## config.mk

```make
export PLATFORM = sky130hd
export DESIGN_NAME = morse_uart_tx
export DESIGN_NICKNAME = d
export VERILOG_FILES = /design/src/rtl/morse_uart_tx.sv
export SDC_FILE = /design/constraint.sdc
export NUM_CORES = 1
export LEC_CHECK = 0
export ABC_CLOCK_PERIOD_IN_PS = 5320
export CAP_MARGIN = 10
export CORE_MARGIN = 4
export CORE_UTILIZATION = 39
export CTS_BUF_LIST = sky130_fd_sc_hd__clkbuf_4 sky130_fd_sc_hd__clkbuf_8 sky130_fd_sc_hd__clkbuf_16
export CTS_CLUSTER_SIZE = 12
export DETAILED_ROUTE_END_ITERATION = 8
export GPL_TIMING_DRIVEN = 1
export PLACE_DENSITY_LB_ADDON = 0.25
export SLEW_MARGIN = 40
export SYNTH_ARGS = -nofsm -noshare
export SYNTH_HDL_FRONTEND = slang
export SYNTH_SLANG_ARGS = --single-unit
```

## constraint.sdc

```tcl
create_clock -name cclk -period 5.32 [get_ports cclk]
set_clock_uncertainty 0.2 [all_clocks]
set_input_delay 1.33 -clock cclk [delete_from_list [all_inputs] [get_ports cclk]]
set_output_delay 1.33 -clock cclk [all_outputs]
set_load 0.005 [all_outputs]
```

## src/rtl/morse_uart_tx.sv

```systemverilog
// Morse decoder to UART bridge: translates decoder character codes to ASCII,
// queues them in a small FIFO and transmits each as an 8N1 frame.
module morse_uart_tx #(
  parameter int CLKS_PER_BIT = 868,
  parameter int FIFO_DEPTH   = 8
) (
  input  logic        cclk,
  input  logic        rstb,
  input  logic        send_ena,
  input  logic [40:0] send_byte,
  output logic        done_reading,
  output logic        tx,
  output logic        busy,
  output logic [4:0]  fifo_count
);

  localparam int          PTR_W    = (FIFO_DEPTH > 1) ? $clog2(FIFO_DEPTH) : 1;
  localparam logic [15:0] BIT_LAST = 16'(CLKS_PER_BIT - 1);
  localparam logic [4:0]  DEPTH_C  = 5'(FIFO_DEPTH);

  typedef enum logic [1:0] {IDLE, START, DATA, STOP} tx_state_t;

  tx_state_t        state, state_nxt;
  logic [15:0]      baud_cnt, baud_nxt;
  logic [2:0]       bit_idx, idx_nxt;
  logic [7:0]       shreg;
  logic             tx_nxt, busy_nxt;
  logic             bit_end;

  logic             armed;
  logic             capture;
  logic             pop;
  logic [7:0]       ascii;
  logic [PTR_W-1:0] wr_ptr, rd_ptr;
  logic [7:0]       fifo_mem [FIFO_DEPTH];

  // Any nonzero upper bit makes the code invalid regardless of the low bits.
  always_comb begin
    ascii = 8'h3F;
    if (send_byte[40:6] == '0) begin
      if (send_byte[5:0] >= 6'd1 && send_byte[5:0] <= 6'd26)
        ascii = 8'h40 + {2'b00, send_byte[5:0]};
      else if (send_byte[5:0] == 6'd27)
        ascii = 8'h20;
      else if (send_byte[5:0] >= 6'd28 && send_byte[5:0] <= 6'd36)
        ascii = {2'b00, send_byte[5:0]} + 8'h15;
      else if (send_byte[5:0] == 6'd37)
        ascii = 8'h2B;
      else if (send_byte[5:0] == 6'd38)
        ascii = 8'h3D;
      else if (send_byte[5:0] == 6'd39)
        ascii = 8'h2F;
    end
  end

  assign capture = send_ena && armed && (fifo_count < DEPTH_C);

  always_ff @(posedge cclk or negedge rstb) begin
    if (!rstb) begin
      armed        <= 1'b1;
      done_reading <= 1'b0;
      wr_ptr       <= '0;
      rd_ptr       <= '0;
      fifo_count   <= '0;
    end else begin
      done_reading <= capture;
      if (capture)
        armed <= 1'b0;
      else if (!send_ena)
        armed <= 1'b1;
      if (capture)
        wr_ptr <= wr_ptr + PTR_W'(1);
      if (pop)
        rd_ptr <= rd_ptr + PTR_W'(1);
      case ({capture, pop})
        2'b10:   fifo_count <= fifo_count + 5'd1;
        2'b01:   fifo_count <= fifo_count - 5'd1;
        default: fifo_count <= fifo_count;
      endcase
    end
  end

  always_ff @(posedge cclk) begin
    if (capture)
      fifo_mem[wr_ptr] <= ascii;
  end

  assign bit_end = (baud_cnt == BIT_LAST);

  // tx and busy are registered from the current state, so the line trails the
  // FSM by one cycle; every bit still lasts exactly CLKS_PER_BIT cycles.
  always_ff @(posedge cclk or negedge rstb) begin
    if (!rstb) begin
      state    <= IDLE;
      baud_cnt <= '0;
      bit_idx  <= '0;
      shreg    <= '0;
      tx       <= 1'b1;
      busy     <= 1'b0;
    end else begin
      state    <= state_nxt;
      baud_cnt <= baud_nxt;
      bit_idx  <= idx_nxt;
      tx       <= tx_nxt;
      busy     <= busy_nxt;
      if (pop)
        shreg <= fifo_mem[rd_ptr];
    end
  end

  always_comb begin
    state_nxt = state;
    baud_nxt  = baud_cnt + 16'd1;
    idx_nxt   = bit_idx;
    pop       = 1'b0;
    case (state)
      IDLE: begin
        baud_nxt = '0;
        if (fifo_count != '0) begin
          pop       = 1'b1;
          state_nxt = START;
        end
      end
      START: begin
        if (bit_end) begin
          baud_nxt  = '0;
          idx_nxt   = '0;
          state_nxt = DATA;
        end
      end
      DATA: begin
        if (bit_end) begin
          baud_nxt = '0;
          idx_nxt  = bit_idx + 3'd1;
          if (bit_idx == 3'd7)
            state_nxt = STOP;
        end
      end
      STOP: begin
        if (bit_end) begin
          baud_nxt  = '0;
          state_nxt = IDLE;
        end
      end
      default: begin
        baud_nxt  = '0;
        state_nxt = IDLE;
      end
    endcase
  end

  always_comb begin
    tx_nxt   = 1'b1;
    busy_nxt = 1'b0;
    case (state)
      START: begin
        tx_nxt   = 1'b0;
        busy_nxt = 1'b1;
      end
      DATA: begin
        tx_nxt   = shreg[bit_idx];
        busy_nxt = 1'b1;
      end
      STOP: begin
        tx_nxt   = 1'b1;
        busy_nxt = 1'b1;
      end
      default: begin
        tx_nxt   = 1'b1;
        busy_nxt = 1'b0;
      end
    endcase
  end

endmodule

```

[Word level (Yosys, flattened, before mapping)]
Memory sizes are Yosys's and may differ from the RTL's. A register that Yosys moved wholly into a read port is not among the register bits.
Cells that the tools add are included.
Widths: inputs -> output; s select.
Word-level totals
  memories: 1
  output and inout port bits: 8
  flip-flop bits (word level): 36
  latch bits: 0
  RAM bits: 64
  ROM bits: 0
  word-level logic and storage cells: 84
  bits of input ports: 44
Memories
  fifo_mem: depth 8, width 8, rd ports 1, clocked after memory_dff 1, write ports 1, line 35  | logic [7:0] fifo_mem [FIFO_DEPTH];
Cells by class
  divide/modulo/power cells: 0
  shifts and indexed selects: 0
  multipliers: 0
  bitwise operators: 0
  magnitude comparators: 6
  muxes and demuxes: 29
  $add $sub $neg: 8
  reductions and logical operators: 13
  eq/ne operators: 17
Operator list (number)
  $logic_not 35->1: 1
  $pmux 16 s2: 1
  $eq 6x6->1 const B: 3
  $add 16x1->16 const B: 1
  $eq 16x10->1 const B: 1
  $mux 16: 1
  $mux 8: 2
  $mux 5: 3
  $mux 7: 2
  $mux 2: 5
  $ne 2x2->1 const B: 5
  $pmux 5 s2: 1
  $add 3x1->3 const B: 3
  $add 7x6->8 const A: 1
  $mux 1: 8
  $pmux 2 s4: 1
  $add 6x5->7 const B: 1
  $eq 2x2->1 const B: 3
  $eq 6x5->1 const B: 1
  $ge 6x1->1 const B: 1
  $ge 6x5->1 const B: 1
  $le 6x5->1 const B: 1
  $le 6x6->1 const B: 1
  $mux 3: 2
  other kinds (18): 23

[Longest topological paths before layout]
  depth after elaboration: 8
  depth in mapped cells: 13
  gate-level depth less buffers: 12

[Worst setup path after synthesis]
Ideal clock, no wire load.
  path type: input to register
  from: in send_ena
  to: reg fifo_count[4]
  buffers on the path: 2
  slack: 1.640 ns
  stages: 12
  data arrival time: 3.401 ns
  cells stage by stage: and3_1 -> clkbuf_1 -> inv_1 -> ha_1 -> clkbuf_1 -> xor2_1 -> ha_1 -> o21a_1 -> o221a_2 -> o21a_1 -> nor3_1 -> xor2_1
Between the ends
  cells in the longest elaborated chain, start to end: 4
RTL lines
  from (decl): line 9  | input logic send_ena,
  $logic_and 1x1->1 * (2 in a row): line 56  | assign capture = send_ena && armed && (fifo_count < DEPTH_C);
  net capture: line 31  | logic capture;
  $eq 2x1->1 or $eq 2x2->1 (tied branches): line 75  | case ({capture, pop})
  $pmux 5 s2 or $reduce_bool 2->1 (tied branches)
  to (signal assigned): line 76  | 2'b10: fifo_count <= fifo_count + 5'd1;
  to (signal assigned): line 77  | 2'b01: fifo_count <= fifo_count - 5'd1;
  to (signal assigned): line 78  | default: fifo_count <= fifo_count;
  to (decl): line 14  | output logic [4:0] fifo_count
Mark *: on every way through the listed nets, which the timed path passes. The rest lies on a longest branch.
A chain may end at the register's enable or synchronous reset.

[Worst setup path after layout]
  from: in send_ena
  to: reg fifo_count[4]
Between the ends
  cells in the longest elaborated chain, start to end: 4
RTL lines (line)
  $logic_and 1x1->1 * (2 in a row): 56
  $eq 2x1->1 or $eq 2x2->1 (tied branches): 75
  $pmux 5 s2 or $reduce_bool 2->1 (tied branches)
Mark *: on every way between the ends. The rest lies on a longest branch, timed or not.

==> flow_metrics.py <==
metrics = {
    "yosys": {
        "avgSynthCellArea_um2": 13.3,
        "yosys.area.top_type": "edfxtp_1",
        "synth.top_cell.area_share_pct": 36.3,
        "ys_seq_area_share_pct": 59.5,
        "synth.area.top_cells": "edfxtp_1 36%, dfrtp_1 22%, mux4_2 7.3%",
        "synth_fp_nets": 411,
        "synth.cell_area_um2": 4640,
        "synth_warnings": 0,
        "synth_edf_count": 56,
        "synthDistinctLibCells": 50,
        "syn_inst": 349,
        "synthFlopType": "edfxtp_1",
        "synth-seq-cells": 99,
        "yosysMostFrequentCell": "edfxtp_1",
        "synth_common_cells": "56 x edfxtp_1, 41 x dfrtp_1, 32 x nor2_1",
        "ys_async_sr_fraction_pct": 43.4,
    },
    "floorplan": {
        "die_w_um": 117,
        "initial_core_util_pct": 40.3,
        "num_rows": 39,
        "dieArea_um2": 13700,
        "fp.dieH_um": 117,
        "ioPinCount": 52,
        "core-area_um2": 11500,
    },
    "clocking": {
        "clock_path_buffers": 2,
        "clock_sinks": 99,
        "ctsHtreeMaxLevel": 3,
        "cts_resized": 0,
        "worstSkewPairLatency_ns": 0.33,
        "post_cts_buffers": 0,
        "cts_root_buffer": "clkbuf_16",
        "cts_tree": "yes",
        "path_clk_slew_ns": 0.07,
        "numCtsBuffers": 9,
        "ctsHoldBuffers": 0,
    },
    "placed_design": {
        "routabilityCongestion": 0.785,
        "placed_cells": 533,
        "dp_hpwl_um": 6320,
        "post_dp_cell_area_um2": 5290,
        "port-buffer-count": 51,
    },
    "critical_path": {
        "cp.required_ns": 5.38,
        "crit_type": "in -> reg",
        "crit_fanout": 10,
        "crit_arrival_ns": 3.94,
        "critPathCaptureType": "register",
        "startpoint_type": "primary input",
        "rrSetupSlack_ns": 1.68,
    },
    "sta": {
        "finalSetupTns_ns": 0,
        "final_hold_viol_count": 0,
        "max_slew_margin_pct": 48.2,
        "fmax_mhz": 258,
        "finalCritPeriodShare_pct": 73.0,
        "fin_crit_ns": 3.88,
        "setup_viol": 0,
        "rsz0062_at_grt": "false",
        "worstMarginPinSlew_ns": 0.774,
        "drv_slew": 0,
    },
    "global_route": {
        "grt_overflow": 0,
        "first_global_vias": 3001,
        "track_usage_pct": 13.7,
        "grt_max_degree": 44,
        "antenna_found_initial": 0,
        "grt_pass1_wl_um": 14400,
    },
    "drt": {
        "drc": 0,
        "vias_per_cell": 5.25,
        "drtPass1Iterations": 4,
        "vias": 2877,
        "met2_length_um": 4430,
        "dr_wl_met3_um": 306,
        "drt_iter0_drc": 118,
        "drt_wl_total_um": 8780,
        "topRoutingLayerUsed": "met4",
        "drt.antenna.violating_nets": 0,
        "met1Wirelength_um": 3880,
        "wl_per_cell_um": 16.0,
    },
    "final_layout": {
        "fillers": 1023,
        "layout.cells.non_filler": 548,
        "seq_area_um2": 2760,
        "syn2layout_area_growth_pct": 20.4,
        "drive_gt1_share_pct": 11.9,
        "nets": 463,
        "finalInstanceArea_um2": 5580,
        "post-route-util_pct": 48.5,
        "antenna_cells": 0,
        "multi_input_area_um2": 1780,
    },
    "pwr": {
        "p_leak_nw": 2.09,
        "power_w": 0.00250,
        "p_per_area_nw_per_um2": 447,
        "ir_drop_mv": 0.160,
    },
    "status": {
        "status": "completed",
    },
    "run": {
        "maxCapViolCount": 0,
    },
    "hold_path": {
        "hold_path_class": "reg -> reg",
    },
}
[cells by family (layout without fill, tap and decap cells)]
kind of cell / Yosys count / after routing / synth area share, %
AO/OA/AOI/OAI: 41 / 41 / 6.07
multiplexers: 28 / 28 / 10.2
XOR/XNOR: 24 / 24 / 4.53
adder cells (fa/ha/maj): 18 / 18 / 4.86
buffers and inverters: 23 / 79 / 2.05
flip-flops: 99 / 99 / 59.5
AND/OR/NAND/NOR: 116 / 116 / 12.8
[final timing paths]
check / from / to / cells after the start
worst max-delay path: send_ena / fifo_count[4] / 11
worst min-delay path: armed / armed / 2
worst max register to register: fifo_count[3] / fifo_count[4] / 13
worst min register to register: armed / armed / 2
max in group asynchronous: rstb / rd_ptr[0] / 1
min in group asynchronous: rstb / fifo_count[2] / 1
[power by group]
group / internal (W) / total (W) / leakage, nW / switching, W
Sequential: 0.000949 / 0.00113 / 1.07 / 0.000176
Clock: 0.000363 / 0.000637 / 0.136 / 0.000274
Combinational: 0.000408 / 0.000736 / 0.889 / 0.000327
[layout make-up]
type	instances	share of cell area [%]
flip-flops and latches	99	49.5
multi-input cells	227	32.0
repair buffers	54	9.50
clock buffers	9	4.03
well taps	143	3.20
clock inverters	6	1.19
inverters	10	0.672
[critical path, stage by stage]
cell and delay (ns):
clkdlybuf4s50_1 0.47, and3_1 0.34, inv_1 0.11, ha_1 0.34
xor2_1 0.19, ha_1 0.23, a21boi_0 0.13, o221a_2 0.29
o21a_1 0.17, nor3_1 0.18, xor2_1 0.16
[layout by cell type, fill, tap and decap left out, types with 4 or more instances in the layout]
master	instances
edfxtp_1	56
clkdlybuf4s50_1	50
dfrtp_1	40
nor2_1	31
nand2_1	30
ha_1	18
mux4_2	15
xor2_1	14
o21ai_0	13
inv_1	10
xnor2_1	10
nor3_1	9
mux2i_1	9
nor4_1	9
clkbuf_16	9
nand3_1	8
a21oi_1	6
nand2b_1	6
nand4_1	4
buf_4	4
[stage by stage]
step	hold slack, ns	setup WS, ns
6_report	0.275	1.44
5_1_grt	0.327	1.30
4_1_cts	0.278	1.47
3_5_place_dp	0.272	1.12
3_3_place_gp	0.260	1.20
2_1_floorplan	0.245	1.64
[registers in the layout, summed over array words and instances, names as in the netlist]
register      flops
fifo_count        5
tx                1
wr_ptr            3
bit_idx           3
rd_ptr            3
shreg             7
state             2
armed             1
baud_cnt         16
busy              1
done_reading      1
fifo_mem         56
[routing by layer]
metal | up-vias | GRT usage, %
li1 | 1394 | -
met2 | 67 | 23.9
met3 | 11 | 2.37
met5 | - | 0
met4 | 0 | 5.28
met1 | 1405 | 17.0
Power figures use the tool's default switching activity.
